`config.mk`:
```
export PLATFORM = sky130hd
export DESIGN_NAME = lstm_stream_feeder
export DESIGN_NICKNAME = d
export VERILOG_FILES = /design/src/rtl/lstm_stream_feeder.sv
export SDC_FILE = /design/constraint.sdc
export NUM_CORES = 1
export LEC_CHECK = 0
export CORE_MARGIN = 10
export CORE_UTILIZATION = 55
export DETAILED_ROUTE_END_ITERATION = 16
export PLACE_DENSITY = 0.86
export SLEW_MARGIN = 0
export SYNTH_ARGS = -nofsm -noshare
export SYNTH_HDL_FRONTEND = slang
export SYNTH_SLANG_ARGS = --single-unit
export TNS_END_PERCENT = 100
```
`constraint.sdc`:
```
create_clock -name clk -period 5.6 [get_ports clk]
set_input_delay 1.12 -clock clk [delete_from_list [all_inputs] [get_ports clk]]
set_output_delay 1.12 -clock clk [all_outputs]
set_load 0.05 [all_outputs]
```
`src/rtl/lstm_stream_feeder.sv`:
```
// Streaming feeder for the LSTM core: input FIFO, one-sample-in-flight issue, output FIFO with sequence-last marking.
// Optional watchdog is compiled in with `define LSTM_FEEDER_TIMEOUT_EN.
module lstm_stream_feeder #(
    parameter int WIDTH          = 16,
    parameter int FIFO_DEPTH     = 8,
    parameter int TIMEOUT_CYCLES = 1024
) (
    input  logic               clk,
    input  logic               rst,
    input  logic [WIDTH-1:0]   s_data,
    input  logic               s_valid,
    output logic               s_ready,
    input  logic [15:0]        seq_len,
    output logic [WIDTH-1:0]   x_in,
    output logic               x_in_valid,
    input  logic               lstm_ready,
    input  logic [WIDTH-1:0]   y_out,
    input  logic [WIDTH-1:0]   C_out,
    input  logic               lstm_valid,
    output logic [2*WIDTH-1:0] m_data,
    output logic               m_last,
    output logic               m_valid,
    input  logic               m_ready,
    output logic               busy,
    output logic               error
);
    localparam int AW = $clog2(FIFO_DEPTH);
    localparam int CW = AW + 1;
    localparam int OW = 2 * WIDTH + 1;
    localparam logic [CW-1:0] DEPTH_C = CW'(FIFO_DEPTH);

    if ((FIFO_DEPTH < 2) || ((FIFO_DEPTH & (FIFO_DEPTH - 1)) != 0) || (TIMEOUT_CYCLES < 1)) begin : g_bad_param
        $error("lstm_stream_feeder: FIFO_DEPTH must be a power of two >= 2 and TIMEOUT_CYCLES >= 1");
    end

    typedef enum logic {IDLE, WAIT} state_t;

    state_t           state_q;
    logic [WIDTH-1:0] x_in_q;
    logic             x_in_valid_q;

    logic [WIDTH-1:0] in_mem [FIFO_DEPTH];
    logic [AW-1:0]    in_wr_q, in_rd_q;
    logic [CW-1:0]    in_cnt_q;
    logic [OW-1:0]    out_mem [FIFO_DEPTH];
    logic [AW-1:0]    out_wr_q, out_rd_q;
    logic [CW-1:0]    out_cnt_q;
    logic [15:0]      seq_cnt_q, seq_cnt_d, last_idx;
    logic             in_push, in_pop, out_push, out_pop, issue, capture, is_last;

    assign s_ready  = (in_cnt_q != DEPTH_C);
    assign in_push  = s_valid && s_ready;
    // Credit rule: the core cannot be stalled, so only issue when the result has somewhere to land.
    assign issue    = (state_q == IDLE) && (in_cnt_q != '0) && lstm_ready && (out_cnt_q != DEPTH_C);
    assign in_pop   = issue;
    assign capture  = (state_q == WAIT) && lstm_valid;
    assign out_push = capture;
    assign m_valid  = (out_cnt_q != '0);
    assign out_pop  = m_valid && m_ready;

    assign last_idx  = (seq_len == 16'd0) ? 16'd0 : seq_len - 16'd1;
    assign is_last   = (seq_cnt_q == last_idx);
    assign seq_cnt_d = is_last ? 16'd0 : seq_cnt_q + 16'd1;

    assign m_data     = m_valid ? out_mem[out_rd_q][2*WIDTH-1:0] : '0;
    assign m_last     = m_valid && out_mem[out_rd_q][2*WIDTH];
    assign x_in       = x_in_q;
    assign x_in_valid = x_in_valid_q;
    assign busy       = (state_q != IDLE) || (in_cnt_q != '0);

    always_ff @(posedge clk) begin
        if (in_push) in_mem[in_wr_q] <= s_data;
        if (out_push) out_mem[out_wr_q] <= {is_last, C_out, y_out};
    end

    always_ff @(posedge clk or posedge rst) begin
        if (rst) begin
            in_wr_q   <= '0;
            in_rd_q   <= '0;
            in_cnt_q  <= '0;
            out_wr_q  <= '0;
            out_rd_q  <= '0;
            out_cnt_q <= '0;
            seq_cnt_q <= '0;
        end else begin
            if (in_push) in_wr_q <= in_wr_q + AW'(1);
            if (in_pop) in_rd_q <= in_rd_q + AW'(1);
            case ({in_push, in_pop})
                2'b10:   in_cnt_q <= in_cnt_q + CW'(1);
                2'b01:   in_cnt_q <= in_cnt_q - CW'(1);
                default: ;
            endcase
            if (out_push) out_wr_q <= out_wr_q + AW'(1);
            if (out_pop) out_rd_q <= out_rd_q + AW'(1);
            case ({out_push, out_pop})
                2'b10:   out_cnt_q <= out_cnt_q + CW'(1);
                2'b01:   out_cnt_q <= out_cnt_q - CW'(1);
                default: ;
            endcase
            if (capture) seq_cnt_q <= seq_cnt_d;
        end
    end

`ifdef LSTM_FEEDER_TIMEOUT_EN
    localparam int TW = $clog2(TIMEOUT_CYCLES) + 1;
    localparam logic [TW-1:0] TLIM_C = TW'(TIMEOUT_CYCLES - 1);
    logic [TW-1:0] timer_q;
    logic          error_q;
    assign error = error_q;
`else
    assign error = 1'b0;
`endif

    always_ff @(posedge clk or posedge rst) begin
        if (rst) begin
            state_q      <= IDLE;
            x_in_q       <= '0;
            x_in_valid_q <= 1'b0;
`ifdef LSTM_FEEDER_TIMEOUT_EN
            timer_q      <= '0;
            error_q      <= 1'b0;
`endif
        end else begin
            x_in_valid_q <= 1'b0;
            case (state_q)
                IDLE: begin
                    if (issue) begin
                        x_in_q       <= in_mem[in_rd_q];
                        x_in_valid_q <= 1'b1;
                        state_q      <= WAIT;
`ifdef LSTM_FEEDER_TIMEOUT_EN
                        timer_q      <= '0;
`endif
                    end
                end
                WAIT: begin
                    if (lstm_valid) begin
                        state_q <= IDLE;
`ifdef LSTM_FEEDER_TIMEOUT_EN
                    end else if (timer_q == TLIM_C) begin
                        // Abandon the lost result; a late strobe lands in IDLE and is dropped.
                        state_q <= IDLE;
                        error_q <= 1'b1;
                    end else begin
                        timer_q <= timer_q + TW'(1);
`endif
                    end
                end
            endcase
        end
    end
endmodule

```
==> impl_results.md <==
* Flop-to-flop setup slack at 2.59 ns
* Max Buffers Root-to-Sink at 3
* EDFF count, synth at 392
* Initial antenna violation count at 0
* Syn avg cell area at 18.3 um2
* # diodes at 0
* Setup tns final at 0 ns
* Fmax at 0.220 GHz
* Clk slew on worst S/H paths at 0.06 ns
* Die Span X at 202 um
* CTS Hold Buffers Added at 0
* Initial drt markers at 627
* Setup bufs post-CTS at 0
* Status: finished, final reports clean
* Bufs and invs on worst path at 2
* Top-area cell type share of the netlist area at 64.5%
* Global-route wire length before repair at 58.5 mm
* CTS tree: done
* Grt total ovfl at 0
* Type of destination of the critical path: output pin
* Critical path class: reg -> out
* Final GP Congestion at 0.868
* P_sw at 3.99 mW
* Top cells by area, synth: edfxtp_1 (65%), mux4_2 (12%), dfrtp_1 (7.4%), mux2i_1 (2.9%), nor2_1 (1.8%)
* Largest stage delay, worst path at 0.92 ns
* Sequential-to-total area share from yosys stat at 71.9%
* Non-Filler Instances at 1,616
* Data arrival, critical path at 3.42 ns
* Leak at 7.26 nW
* Unrepaired setup endpoints after global routing: no
* Routed vias at 9,638
* Overall Global Routing Usage at 18.2%
* Power Internal at 7.41 mW
* Max_cap viols at 0
* Reg power frac at 39.3%
* Die Span Y at 202 um
* Tot Pwr at 11.4 mW
* Logic pwr share at 35.5%
* Post-synth design cell area at 18,300 um2
* Root buffer cell: clkbuf_16
* Number of global-route vias before repair at 10,100
* Crit-path slowest cell: dfrtp_4
* Distinct cells, synth at 71
* Synthesized Nets at 1,079
* Total Die Area at 40,900 um2
* Synth area leader: edfxtp_1
* Fin. max-slew vios at 0
* Vias per inst at 5.96
* H-tree Lvls at 2
* Post-cts resize count at 0
* CP required at 4.48 ns
* Area grow syn2layout at 18.3%
* Final min period at 4.54 ns
* Crit path max fanout at 36
* Clk_lat worst skew at 0.56 ns
* Num CTS Buffers at 45
* CP cell instances: buf_4 -> mux4_2 -> mux2i_1 -> nor2_1 -> clkdlybuf4s50_1
* Clk network pwr share at 25.2%
* Clock sink total at 446
* Worst hold path type: reg -> reg
* Worst slew pin tran at 1.16 ns
* Ports placed on the boundary at 124
* DR pass1 iterations at 5
* DP Wirelength at 22.6 mm
* Final wirelength at 37.3 mm
* Mapped Cells at 995
* Final setup fails at 0
* Synthesis Warnings at 0
* Crit path max-delay family: buffers and inverters
* Antenna viol nets, final at 0
* Post-synth ARST share at 12.1%
* # DRC at 0
* Wire per inst at 23.1 um
* Ratio of cells with drive above 1 in the final layout at 18.7%
* Post-synthesis register bit count at 446
* Synth Flop Type: edfxtp_1
* Input/output buffers at 122
* Final period util at 81.0%
* Startpoint Class: flip-flop
* Largest net degree at the start of global routing at 69
* Final Net Count at 1,221
* Worst VDD drop at 0.376 mV
* PwrDens at 528 nW/um2
* Initial Util at 55.9%
* Fin Clk Skew at 0.0165 ns
* Slew HR at 22.4%
* Placed Instances at 1,532
* Core Box Area at 32,600 um2
* Hold Vio Cnt, Final at 0
* Rows at 66
* Sw Ratio at 35.0%
-- worst register-to-register path, cell delays in order (launching register included) --
cell	delay [ns]
dfrtp_1	0.44
nor4_1	0.78
a2111oi_2	0.11
buf_4	0.31
ha_1	0.31
ha_1	0.28
a21o_1	0.17
a21oi_1	0.17
xnor2_1	0.13
nor2_1	0.06
xor2_1	0.14
-- state kept, by name, indices dropped and copies added, names as in the netlist --
register    cells
out_cnt_q       4
state_q         1
seq_cnt_q      16
x_in_valid      1
in_mem        128
out_wr_q        3
in_rd_q         3
in_cnt_q        4
out_rd_q        3
x_in           16
out_mem       264
in_wr_q         3
-- power by group through the flow --
stage | Sequential, mW | Clock [mW] | Combinational, mW
3_5_place_dp | 4.55 | 0 | 4.09
5_1_grt | 4.54 | 3.04 | 4.32
4_1_cts | 4.49 | 2.91 | 4.12
6_report | 4.48 | 2.87 | 4.05
3_3_place_gp | 4.52 | 0 | 4.01
2_1_floorplan | 4.51 | 0 | 2.79
-- cell families (layout without fill, tap and decap cells) --
group	after synthesis	after routing	share of synthesized area [%]
flip-flops	446	446	71.9
AND/OR/NAND/NOR	204	204	5.66
multiplexers	154	154	15.2
buffers and inverters	68	247	1.52
AO/OA/AOI/OAI	67	67	2.62
XOR/XNOR	41	41	2.05
adder cells (fa/ha/maj)	14	14	1.04
other	1	1	0.0205
-- Yosys cell counts, types with 3 or more instances --
library cell / n
a2111oi_0: 3
a21o_1: 3
a21oi_1: 19
a31oi_1: 4
and3_1: 3
buf_1: 16
clkbuf_1: 27
dfrtp_1: 54
edfxtp_1: 392
ha_1: 12
inv_1: 20
mux2_2: 3
mux2i_1: 53
mux4_2: 98
nand2_1: 26
nand2b_1: 5
nand3_1: 13
nand4_1: 3
nor2_1: 86
nor2b_1: 4
nor3_1: 17
nor3b_1: 8
nor4_1: 8
nor4b_1: 3
o21ai_0: 8
o311ai_0: 3
o31ai_1: 3
or3_1: 9
or4_1: 3
xnor2_1: 21
xor2_1: 19
-- final cells by class --
cell class,instances,area (um2)
repair buffers,143,1430
multi-input cells,481,4980
fillers,2125,11000
inverters,20,75.1
clock inverters,16,140
flip-flops and latches,446,13100
well taps,442,553
clock buffers,68,1280
-- cell usage in the layout (no fill, tap or decap), types with 4 or more instances in the layout --
cell	n
inv_1	19
nor3b_1	6
buf_12	4
buf_4	17
xor2_1	19
nand2b_1	5
nor2_1	82
nand3_1	13
xnor2_1	21
nor3_2	5
nor3_1	11
edfxtp_1	392
nor4_1	5
dfrtp_1	50
nor2b_1	4
o21ai_0	8
mux2i_1	53
nor4_2	4
a31oi_1	4
clkbuf_1	17
clkbuf_16	46
or3_1	9
clkdlybuf4s50_1	122
clkinv_2	6
ha_1	12
a21oi_1	19
clkinv_1	4
clkbuf_8	5
nand2_1	26
mux4_2	98
-- layer usage --
layer	part of all wire, %	track usage [%]
met3	7.0	3.85
met2	51	31.5
met4	2.1	4.66
met1	40	23.1
met5	0	0
-- stage by stage --
stage	hold slack (ns)	cell area [um2]	util (%)	setup slack [ns]
finish	0.495	21600	66.2	1.06
global route	0.521	21600	66.2	0.830
CTS	0.500	21600	66.2	0.950
detailed placement	0.490	20200	61.8	0.749
global placement	0.480	20200	61.8	0.875
floorplan	0.462	18300	-	0.114
-- path summary, 6_finish.rpt --
path / start / end / cells after the start
max reg2reg: in_cnt_q[0]$_DFFE_PP0P_ / in_cnt_q[3]$_DFFE_PP0P_ / 10
min reg2reg: in_cnt_q[3]$_DFFE_PP0P_ / in_cnt_q[3]$_DFFE_PP0P_ / 1
min: in_cnt_q[3]$_DFFE_PP0P_ / in_cnt_q[3]$_DFFE_PP0P_ / 1
max in group asynchronous: rst / in_rd_q[0]$_DFFE_PP0P_ / 3
max: out_rd_q[0]$_DFFE_PP0P_ / m_data[26] / 5
min in group asynchronous: rst / out_rd_q[0]$_DFFE_PP0P_ / 2
Power figures use the tool's default switching activity.
